<file path="src/rtl/vram_scan_arbiter.sv">
// vram_scan_arbiter: shares one single-port VRAM between the display line
// prefetch engine and a CPU request port, in the pixel clock domain.
// Fetch wins arbitration; a pending CPU request that keeps losing is forced
// a slot once its wait counter reaches MAX_WAIT.
module vram_scan_arbiter #(
   parameter int CORDW      = 11,
   parameter int V_RES      = 600,
   parameter int LINE_WORDS = 128,
   parameter int AW         = 16,
   parameter int DW         = 8,
   parameter int BASE_ADDR  = 0,
   parameter int MAX_WAIT   = 4
) (
   input  logic                          clk_pix,
   input  logic                          rst_pix,
   input  logic                          line,
   input  logic signed [CORDW-1:0]       sy,
   input  logic                          cpu_req,
   input  logic                          cpu_we,
   input  logic [AW-1:0]                 cpu_addr,
   input  logic [DW-1:0]                 cpu_wdata,
   output logic                          cpu_ack,
   output logic [DW-1:0]                 cpu_rdata,
   output logic                          mem_en,
   output logic                          mem_we,
   output logic [AW-1:0]                 mem_addr,
   output logic [DW-1:0]                 mem_wdata,
   input  logic [DW-1:0]                 mem_rdata,
   output logic                          lb_we,
   output logic                          lb_sel,
   output logic [$clog2(LINE_WORDS)-1:0] lb_addr,
   output logic [DW-1:0]                 lb_data,
   output logic                          fetch_busy,
   output logic                          underrun
);

   localparam int LWW = $clog2(LINE_WORDS);
   localparam int WCW = $clog2(MAX_WAIT + 1);
   localparam logic [LWW-1:0]          LAST_WORD = LWW'(LINE_WORDS - 1);
   localparam logic [WCW-1:0]          WAIT_MAX  = WCW'(MAX_WAIT);
   localparam logic [AW-1:0]           BASE_A    = AW'(BASE_ADDR);
   localparam logic signed [CORDW:0]   Y_MAX     = (CORDW + 1)'(V_RES - 1);

   typedef enum logic {
      IDLE  = 1'b0,
      FETCH = 1'b1
   } state_t;

   state_t           state_q, state_d;
   logic [LWW-1:0]   word_q, word_d;
   logic [AW-1:0]    base_q, base_d;
   logic             tgt_sel_q, tgt_sel_d;
   logic [WCW-1:0]   wait_q, wait_d;
   logic             underrun_q, underrun_d;
   logic             mem_en_q, mem_en_d;
   logic             mem_we_q, mem_we_d;
   logic [AW-1:0]    mem_addr_q, mem_addr_d;
   logic [DW-1:0]    mem_wdata_q, mem_wdata_d;
   logic             slot_fetch_q, slot_fetch_d;
   logic             slot_cpu_q, slot_cpu_d;
   logic [LWW-1:0]   slot_word_q, slot_word_d;
   logic             slot_sel_q, slot_sel_d;
   logic             lb_we_q, lb_we_d;
   logic [LWW-1:0]   lb_addr_q, lb_addr_d;
   logic             lb_sel_q, lb_sel_d;
   logic             cpu_ack_q, cpu_ack_d;
   logic             cpu_rd_q, cpu_rd_d;

   logic signed [CORDW:0] y_s;
   logic                  y_valid_s;
   logic [AW-1:0]         y_addr_s;
   logic [AW-1:0]         base_line_s;
   logic                  cpu_elig_s;
   logic                  fetch_win_s;

   // Target line is the one after sy; widened by one bit so sy+1 cannot wrap.
   assign y_s         = $signed({sy[CORDW-1], sy}) + $signed({{CORDW{1'b0}}, 1'b1});
   assign y_valid_s   = ~y_s[CORDW] && (y_s <= Y_MAX);
   assign y_addr_s    = AW'(y_s);
   assign base_line_s = BASE_A + (y_addr_s << LWW);

   // The CPU is blocked while its own slot is on the bus and in its ack cycle,
   // so a request still held during the ack is never granted twice.
   assign cpu_elig_s  = cpu_req && !slot_cpu_q && !cpu_ack_q;
   assign fetch_win_s = (state_q == FETCH) && (!cpu_elig_s || (wait_q < WAIT_MAX));

   // Arbitration, fetch sequencing and line-start handling; line overrides only
   // the fetch bookkeeping, the slot itself is decided on pre-line state.
   always_comb begin
      state_d      = state_q;
      word_d       = word_q;
      base_d       = base_q;
      tgt_sel_d    = tgt_sel_q;
      wait_d       = wait_q;
      underrun_d   = underrun_q;
      mem_en_d     = 1'b0;
      mem_we_d     = 1'b0;
      mem_addr_d   = {AW{1'b0}};
      mem_wdata_d  = {DW{1'b0}};
      slot_fetch_d = 1'b0;
      slot_cpu_d   = 1'b0;
      slot_word_d  = {LWW{1'b0}};
      slot_sel_d   = 1'b0;

      if (fetch_win_s) begin
         mem_en_d     = 1'b1;
         mem_addr_d   = base_q + AW'(word_q);
         slot_fetch_d = 1'b1;
         slot_word_d  = word_q;
         slot_sel_d   = tgt_sel_q;
         if (word_q == LAST_WORD) begin
            state_d = IDLE;
         end else begin
            word_d = word_q + LWW'(1);
         end
         if (cpu_elig_s) begin
            wait_d = (wait_q == WAIT_MAX) ? wait_q : wait_q + WCW'(1);
         end else begin
            wait_d = {WCW{1'b0}};
         end
      end else if (cpu_elig_s) begin
         mem_en_d    = 1'b1;
         mem_we_d    = cpu_we;
         mem_addr_d  = cpu_addr;
         mem_wdata_d = cpu_wdata;
         slot_cpu_d  = 1'b1;
         wait_d      = {WCW{1'b0}};
      end else begin
         wait_d = {WCW{1'b0}};
      end

      if (line) begin
         // Words still unissued after this cycle's slot are being cut short.
         if (state_d == FETCH) begin
            underrun_d = 1'b1;
         end else begin
            underrun_d = underrun_q;
         end
         if (y_valid_s) begin
            state_d   = FETCH;
            word_d    = {LWW{1'b0}};
            base_d    = base_line_s;
            tgt_sel_d = y_s[0];
         end else begin
            state_d = IDLE;
         end
      end else begin
         underrun_d = underrun_q;
      end
   end

   // Completion stage: the slot on the bus now returns its data next cycle.
   always_comb begin
      lb_we_d   = slot_fetch_q;
      cpu_ack_d = slot_cpu_q;
      cpu_rd_d  = slot_cpu_q && !mem_we_q;
      if (slot_fetch_q) begin
         lb_addr_d = slot_word_q;
         lb_sel_d  = slot_sel_q;
      end else begin
         lb_addr_d = lb_addr_q;
         lb_sel_d  = lb_sel_q;
      end
   end

   // State and output registers; async assert clears everything.
   always_ff @(posedge clk_pix or posedge rst_pix) begin
      if (rst_pix) begin
         state_q      <= IDLE;
         word_q       <= {LWW{1'b0}};
         base_q       <= {AW{1'b0}};
         tgt_sel_q    <= 1'b0;
         wait_q       <= {WCW{1'b0}};
         underrun_q   <= 1'b0;
         mem_en_q     <= 1'b0;
         mem_we_q     <= 1'b0;
         mem_addr_q   <= {AW{1'b0}};
         mem_wdata_q  <= {DW{1'b0}};
         slot_fetch_q <= 1'b0;
         slot_cpu_q   <= 1'b0;
         slot_word_q  <= {LWW{1'b0}};
         slot_sel_q   <= 1'b0;
         lb_we_q      <= 1'b0;
         lb_addr_q    <= {LWW{1'b0}};
         lb_sel_q     <= 1'b0;
         cpu_ack_q    <= 1'b0;
         cpu_rd_q     <= 1'b0;
      end else begin
         state_q      <= state_d;
         word_q       <= word_d;
         base_q       <= base_d;
         tgt_sel_q    <= tgt_sel_d;
         wait_q       <= wait_d;
         underrun_q   <= underrun_d;
         mem_en_q     <= mem_en_d;
         mem_we_q     <= mem_we_d;
         mem_addr_q   <= mem_addr_d;
         mem_wdata_q  <= mem_wdata_d;
         slot_fetch_q <= slot_fetch_d;
         slot_cpu_q   <= slot_cpu_d;
         slot_word_q  <= slot_word_d;
         slot_sel_q   <= slot_sel_d;
         lb_we_q      <= lb_we_d;
         lb_addr_q    <= lb_addr_d;
         lb_sel_q     <= lb_sel_d;
         cpu_ack_q    <= cpu_ack_d;
         cpu_rd_q     <= cpu_rd_d;
      end
   end

   assign mem_en     = mem_en_q;
   assign mem_we     = mem_we_q;
   assign mem_addr   = mem_addr_q;
   assign mem_wdata  = mem_wdata_q;
   assign lb_we      = lb_we_q;
   assign lb_sel     = lb_sel_q;
   assign lb_addr    = lb_addr_q;
   assign lb_data    = lb_we_q ? mem_rdata : {DW{1'b0}};
   assign cpu_ack    = cpu_ack_q;
   assign cpu_rdata  = cpu_rd_q ? mem_rdata : {DW{1'b0}};
   assign fetch_busy = (state_q == FETCH);
   assign underrun   = underrun_q;

endmodule

</file>
<file path="config.mk">
export PLATFORM = sky130hd
export DESIGN_NAME = vram_scan_arbiter
export DESIGN_NICKNAME = d
export VERILOG_FILES = /design/src/rtl/vram_scan_arbiter.sv
export SDC_FILE = /design/constraint.sdc
export NUM_CORES = 1
export LEC_CHECK = 0
export BUFFER_PORTS_ARGS = -buffer_cell sky130_fd_sc_hd__buf_2
export CAP_MARGIN = 20
export CORE_ASPECT_RATIO = 0.75
export CORE_UTILIZATION = 45
export CTS_BUF_LIST = sky130_fd_sc_hd__clkbuf_16
export DETAILED_ROUTE_END_ITERATION = 8
export PLACE_DENSITY = 0.74
export SYNTH_ARGS = -nofsm -noshare
export SYNTH_HDL_FRONTEND = slang
export SYNTH_SLANG_ARGS = --single-unit
</file>
<file path="constraint.sdc">
create_clock -name clk_pix -period 7 [get_ports clk_pix]
set_clock_uncertainty 0.15 [all_clocks]
set_input_delay 1.4 -clock clk_pix [delete_from_list [all_inputs] [get_ports clk_pix]]
set_output_delay 1.4 -clock clk_pix [all_outputs]
set_load 0.01 [all_outputs]
</file>
# Word-level counts from Yosys, hierarchy flattened

Index checks and enable logic that the tools add are counted.

Flip-flop bits (word level): 69
Input port bits: 48
Output and inout port bits: 54
Word-level logic and storage cells: 66

$add $sub $neg: 4
$lt $le $gt $ge: 2
Eq/ne operators: 3
Muxes and demuxes: 25
Bitwise logic cells: 1
Reductions and logical operators: 12

Operators with widths:

| kind                    | number |
|---|---|
| $mux W7                 | 5 |
| $mux W16                | 2 |
| $mux W8                 | 4 |
| $add A16 B7 Y16         | 1 |
| $add A11 B2 Y12 const B | 1 |
| $le A12 B11 Y1 const B  | 1 |
| $mux W1                 | 11 |
| $mux W3                 | 3 |
| $add A7 B1 Y7 const B   | 1 |
| $eq A7 B7 Y1 const B    | 1 |
| $logic_and A1 B1 Y1     | 5 |
| $logic_not A1 Y1        | 4 |
| $reduce_and A2 Y1       | 2 |
| $add A3 B1 Y3 const B   | 1 |
| $eq A3 B3 Y1 const B    | 1 |
| $lt A3 B3 Y1 const B    | 1 |
| $ne A3 B3 Y1 const B    | 1 |
| $logic_or A1 B1 Y1      | 1 |
| $not A1 Y1              | 1 |

# Logic depth before layout (Yosys ltp)

Depth after elaboration: 9
Gate-level depth with buffers: 8

# Worst setup path after synthesis

OpenSTA, ideal clock, no wires.

Path type: input port to flip-flop
From: in sy[0]
To: reg base_q[10]
Setup time: 0.125 ns
Arrival time: 3.202 ns
Path slack: 3.522 ns
Cell stages on the path: 8
Buffers on the path: 1
Cell sequence: ha_1 -> nand2_4 -> nor4_1 -> or3_2 -> o2bb2ai_1 -> a311oi_4 -> buf_6 -> mux2_4

Longest elaborated chain between the ends: 4

Ends and longest elaborated chain:

| item                                         | RTL line | source |
|---|---|---|
| start: declaration                           | 17       | `input logic signed [CORDW-1:0] sy,` |
| $add A11 B2 Y12 *                            | 77       | `assign y_s = $signed({sy[CORDW-1], sy}) + $signed({{CORDW{1'b0}}, 1'b1});` |
| $le A12 B11 Y1 or $not A1 Y1 (tied branches) | 78       | `assign y_valid_s = ~y_s[CORDW] && (y_s <= Y_MAX);` |
| $logic_and A1 B1 Y1                          | 78       |  |
| $reduce_and A2 Y1 (no line)                  | -        |  |
| end signal: assignment                       | 171      | `base_q <= {AW{1'b0}};` |
| end signal: assignment                       | 191      | `base_q <= base_d;` |
| end: declaration                             | 51       | `logic [AW-1:0] base_q, base_d;` |

Mark *: on every way between the ends. The rest lies on a longest branch, timed or not.
A chain may end at the register's enable or synchronous reset.

# Worst setup path after layout

From: in sy[0]
To: reg base_q[11]

The elaborated chain is that of the path after synthesis.

==> out/metrics.csv <==
metric,value,unit
outcome,finished clean,
synth_edf_count,0,
share_of_synthesized_area_occupied_by_flip_flops_and_latches,56.2,%
postSynthCellCount,260,
gp_congestion,0.811,
gr-usage-all-layers,19.0,%
worstHoldStart,cpu_ack_d$_DFF_PP0_,
path_class,in -> reg,
final_util,60.6,%
synth_compound_gate_area_share,9.54,%
start_util,47.2,%
number_of_drc_markers_after_the_initial_detailed_route_iteration,66,
wire_length_of_the_first_global_routing_pass,10400,um
hp-class,reg -> reg,
cts_tree,built,
syn-mean-instance-area,11.7,um^2
critical_path.startpoint_type,input port,
ys_dominant_reg_cell,sky130_fd_sc_hd__dfrtp_1,
cp.required,7.05,ns
power.share.sequential,43.2,%
number_of_buffers_inserted_by_port_buffering,101,
power.share.switching,24.8,%
worst_slew_pin_slew,0.979,ns
nets,414,
grt_overflow_total,0,
yosys.area_share.xor_xnor,3.76,%
clkLatencyLatePin,0.32,ns
worst_ir_drop_vdd,0.0000991,V
synth_top_cell_by_area,sky130_fd_sc_hd__dfrtp_1,
synth_cell_types,48,
power_internal,826,uW
remaining_drc_errors,0,
timing.final.crit_period,3.66,ns
synth_most_common_cell,sky130_fd_sc_hd__dfrtp_1,
routedWlPerCell,14.1,um
cts_inserted_buffers,9,
avg_vias_per_cell,5.05,
synth_warnings,0,
std_cell_rows,25,
syn_area,3030,um^2
slew_headroom,34.6,%
leakage,2.11,nW
hpwlAfterDp,4570,um
placement.cell_area,3580,um^2
die_height,73.1,um
cts_num_sinks,68,
hold_buffers,0,
finalInstanceArea,3890,um^2
synth_commonest_cells,"sky130_fd_sc_hd__dfrtp_1, sky130_fd_sc_hd__and2_1, sky130_fd_sc_hd__nand2_1",
tns,0,ns
hold_ws,0.264,ns
cts_setup_buffers,0,
cts_root_buffer,sky130_fd_sc_hd__clkbuf_16,
timing_max_transition_violations_final,0,
pin_count_of_the_biggest_net_entering_global_routing,69,
synth_top_family_by_area,simple AND/OR/NAND/NOR gates,
finalHoldViolations,0,
synth_largest_type_area_fraction,56.2,%
ys_seq_elements,68,
arrival_time_worst_endpoint,3.72,ns
timing.rr.start,cpu_ack_d$_DFF_PP0_,
fmaxAchievable,273,MHz
post_layout_nonfiller_instances,446,
post-route-period-util,52.4,%
vias,2252,
setup_violations,0,
first_global_vias,2112,
critical_path.max_fanout,15,
power_frac_comb,14.9,%
timing.critical_path.slowest_cell_delay,0.76,ns
synth-adder-area-share,2.07,%
post_cts_sizing,0,
drt.antenna.violating_nets,0,
setup.worst_path.end_class,flip-flop,
mappedNetlistNets,313,
die_x,96.7,um
drv_cap,0,
cts.htree.levels,3,
worst_path_max_delay_cell,sky130_fd_sc_hd__a311oi_4,
first_drt_pass_iteration_count,4,
maximum_count_of_clock_buffers_along_a_single_path,2,
dpl.cell_count,431,
pwr-share-clk,42.0,%
crit_start,sy[0],
synth_simple_gate_area_share,18.6,%
powerDensity,283,nW/um^2
p_sw,273,uW
die_area,7070,um^2
post_synth_main_area_contributors,"sky130_fd_sc_hd__dfrtp_1, sky130_fd_sc_hd__and2_1, sky130_fd_sc_hd__mux2_2",
grt_antenna_before_repair,0,
routed_wl,6300,um
design.portCount,102,
synth_mux_area_share,6.82,%
clock_slew_at_the_register_clock_pins_of_the_worst_setup_and_hold_paths,0.05,ns
coreArea,6410,um^2
crit_path_cell_trace,"buf_2, ha_1, nand2_4, a41o_1, o31ai_4, o41ai_2, a311oi_4, mux2_2",
area_overhead_of_the_layout_relative_to_synthesis,28.3,%
grt_setup_unrepaired,false,
drive_gt1_share,39.2,%
insertedDiodeCount,0,
synth-async-reset-ratio,100,%
[power groups by stage]
stage          logic (mW)  clock network (mW)  registers [mW]
2_1_floorplan      0.0929                   0           0.483
3_3_place_gp        0.161                   0           0.479
3_5_place_dp        0.165                   0           0.482
4_1_cts             0.166               0.469           0.475
5_1_grt             0.184               0.486           0.481
6_report            0.163               0.461           0.474
[registers in the layout (all words and copies together), names as in the netlist, 3 cells and up]
name	count
mem_wdata	8
slot_word_q	7
wait_q	3
word_q	7
mem_addr	16
base_q	9
lb_addr	7
[worst paths after layout]
check,to,cells past startpoint,slack [ns]
setup / recovery,base_q[11]$_DFFE_PP0P_,8,3.34
hold / removal,cpu_ack$_DFF_PP0_,0,0.26
setup reg to reg,fetch_busy$_DFF_PP0_,4,4.30
hold reg to reg,cpu_ack$_DFF_PP0_,0,0.26
max in group asynchronous,base_q[10]$_DFFE_PP0P_,3,4.99
min in group asynchronous,lb_we$_DFF_PP0_,3,1.17
[logic make-up (layout without fill, tap and decap cells)]
| logic type | count (synthesis) | in the layout |
|---|---|---|
| xor+xnor | 13 | 13 |
| mux | 18 | 18 |
| compound gates | 36 | 36 |
| fa+ha+maj | 5 | 5 |
| buf+inv | 20 | 125 |
| simple gates | 100 | 100 |
| flops | 68 | 68 |
[area by class of cell]
type	count	area, um^2
repair buffers	102	513
flip-flops and latches	68	1700
well taps	81	101
fillers	527	2520
clock inverters	6	81.3
inverters	8	30.0
clock buffers	9	225
multi-input cells	172	1230
[through the flow]
| step | worst slack, ns | total power, mW |
|---|---|---|
| after floorplan | 3.52 | 0.576 |
| after global placement | 3.01 | 0.641 |
| after detailed placement | 2.98 | 0.646 |
| after CTS | 3.32 | 1.11 |
| after global routing | 3.19 | 1.15 |
| final | 3.34 | 1.10 |
[cell usage in the layout (no fill, tap or decap), types with 4 or more instances in the layout]
cell type | synthesis | routed
sky130_fd_sc_hd__and2_1 | 27 | 27
sky130_fd_sc_hd__dfrtp_1 | 68 | 68
sky130_fd_sc_hd__and3_1 | 10 | 10
sky130_fd_sc_hd__nand2_1 | 21 | 21
sky130_fd_sc_hd__o21ai_0 | 11 | 11
sky130_fd_sc_hd__xnor2_1 | 5 | 5
sky130_fd_sc_hd__nor3_1 | 4 | 4
sky130_fd_sc_hd__clkbuf_16 | 0 | 9
sky130_fd_sc_hd__ha_1 | 5 | 5
sky130_fd_sc_hd__mux2_2 | 13 | 13
sky130_fd_sc_hd__buf_2 | 2 | 101
sky130_fd_sc_hd__nand4_1 | 5 | 5
sky130_fd_sc_hd__nor2_1 | 13 | 13
sky130_fd_sc_hd__inv_1 | 8 | 8
sky130_fd_sc_hd__xor2_1 | 8 | 8
sky130_fd_sc_hd__a21o_1 | 8 | 8
[metal layers]
| metal | global-route usage [%] | up-vias | part of all wire, % | wire (um) |
|---|---|---|---|---|
| met1 | 24.8 | 1067 | 47 | 2940 |
| met4 | 5.64 | 0 | 1.2 | 73 |
| met3 | 7.18 | 8 | 7.4 | 466 |
| met2 | 29.8 | 87 | 45 | 2820 |
| li1 | - | 1090 | - | - |
| met5 | 0 | - | 0 | 0 |
[critical path, delay by kind of cell]
| family | cells | cell delay [ns] |
|---|---|---|
| AO/OA/AOI/OAI | 4 | 1.35 |
| buffers and inverters | 1 | 0.17 |
| adder cells (fa/ha/maj) | 1 | 0.29 |
| AND/OR/NAND/NOR | 1 | 0.10 |
| multiplexers | 1 | 0.41 |
(Power assumes the default switching activity.)
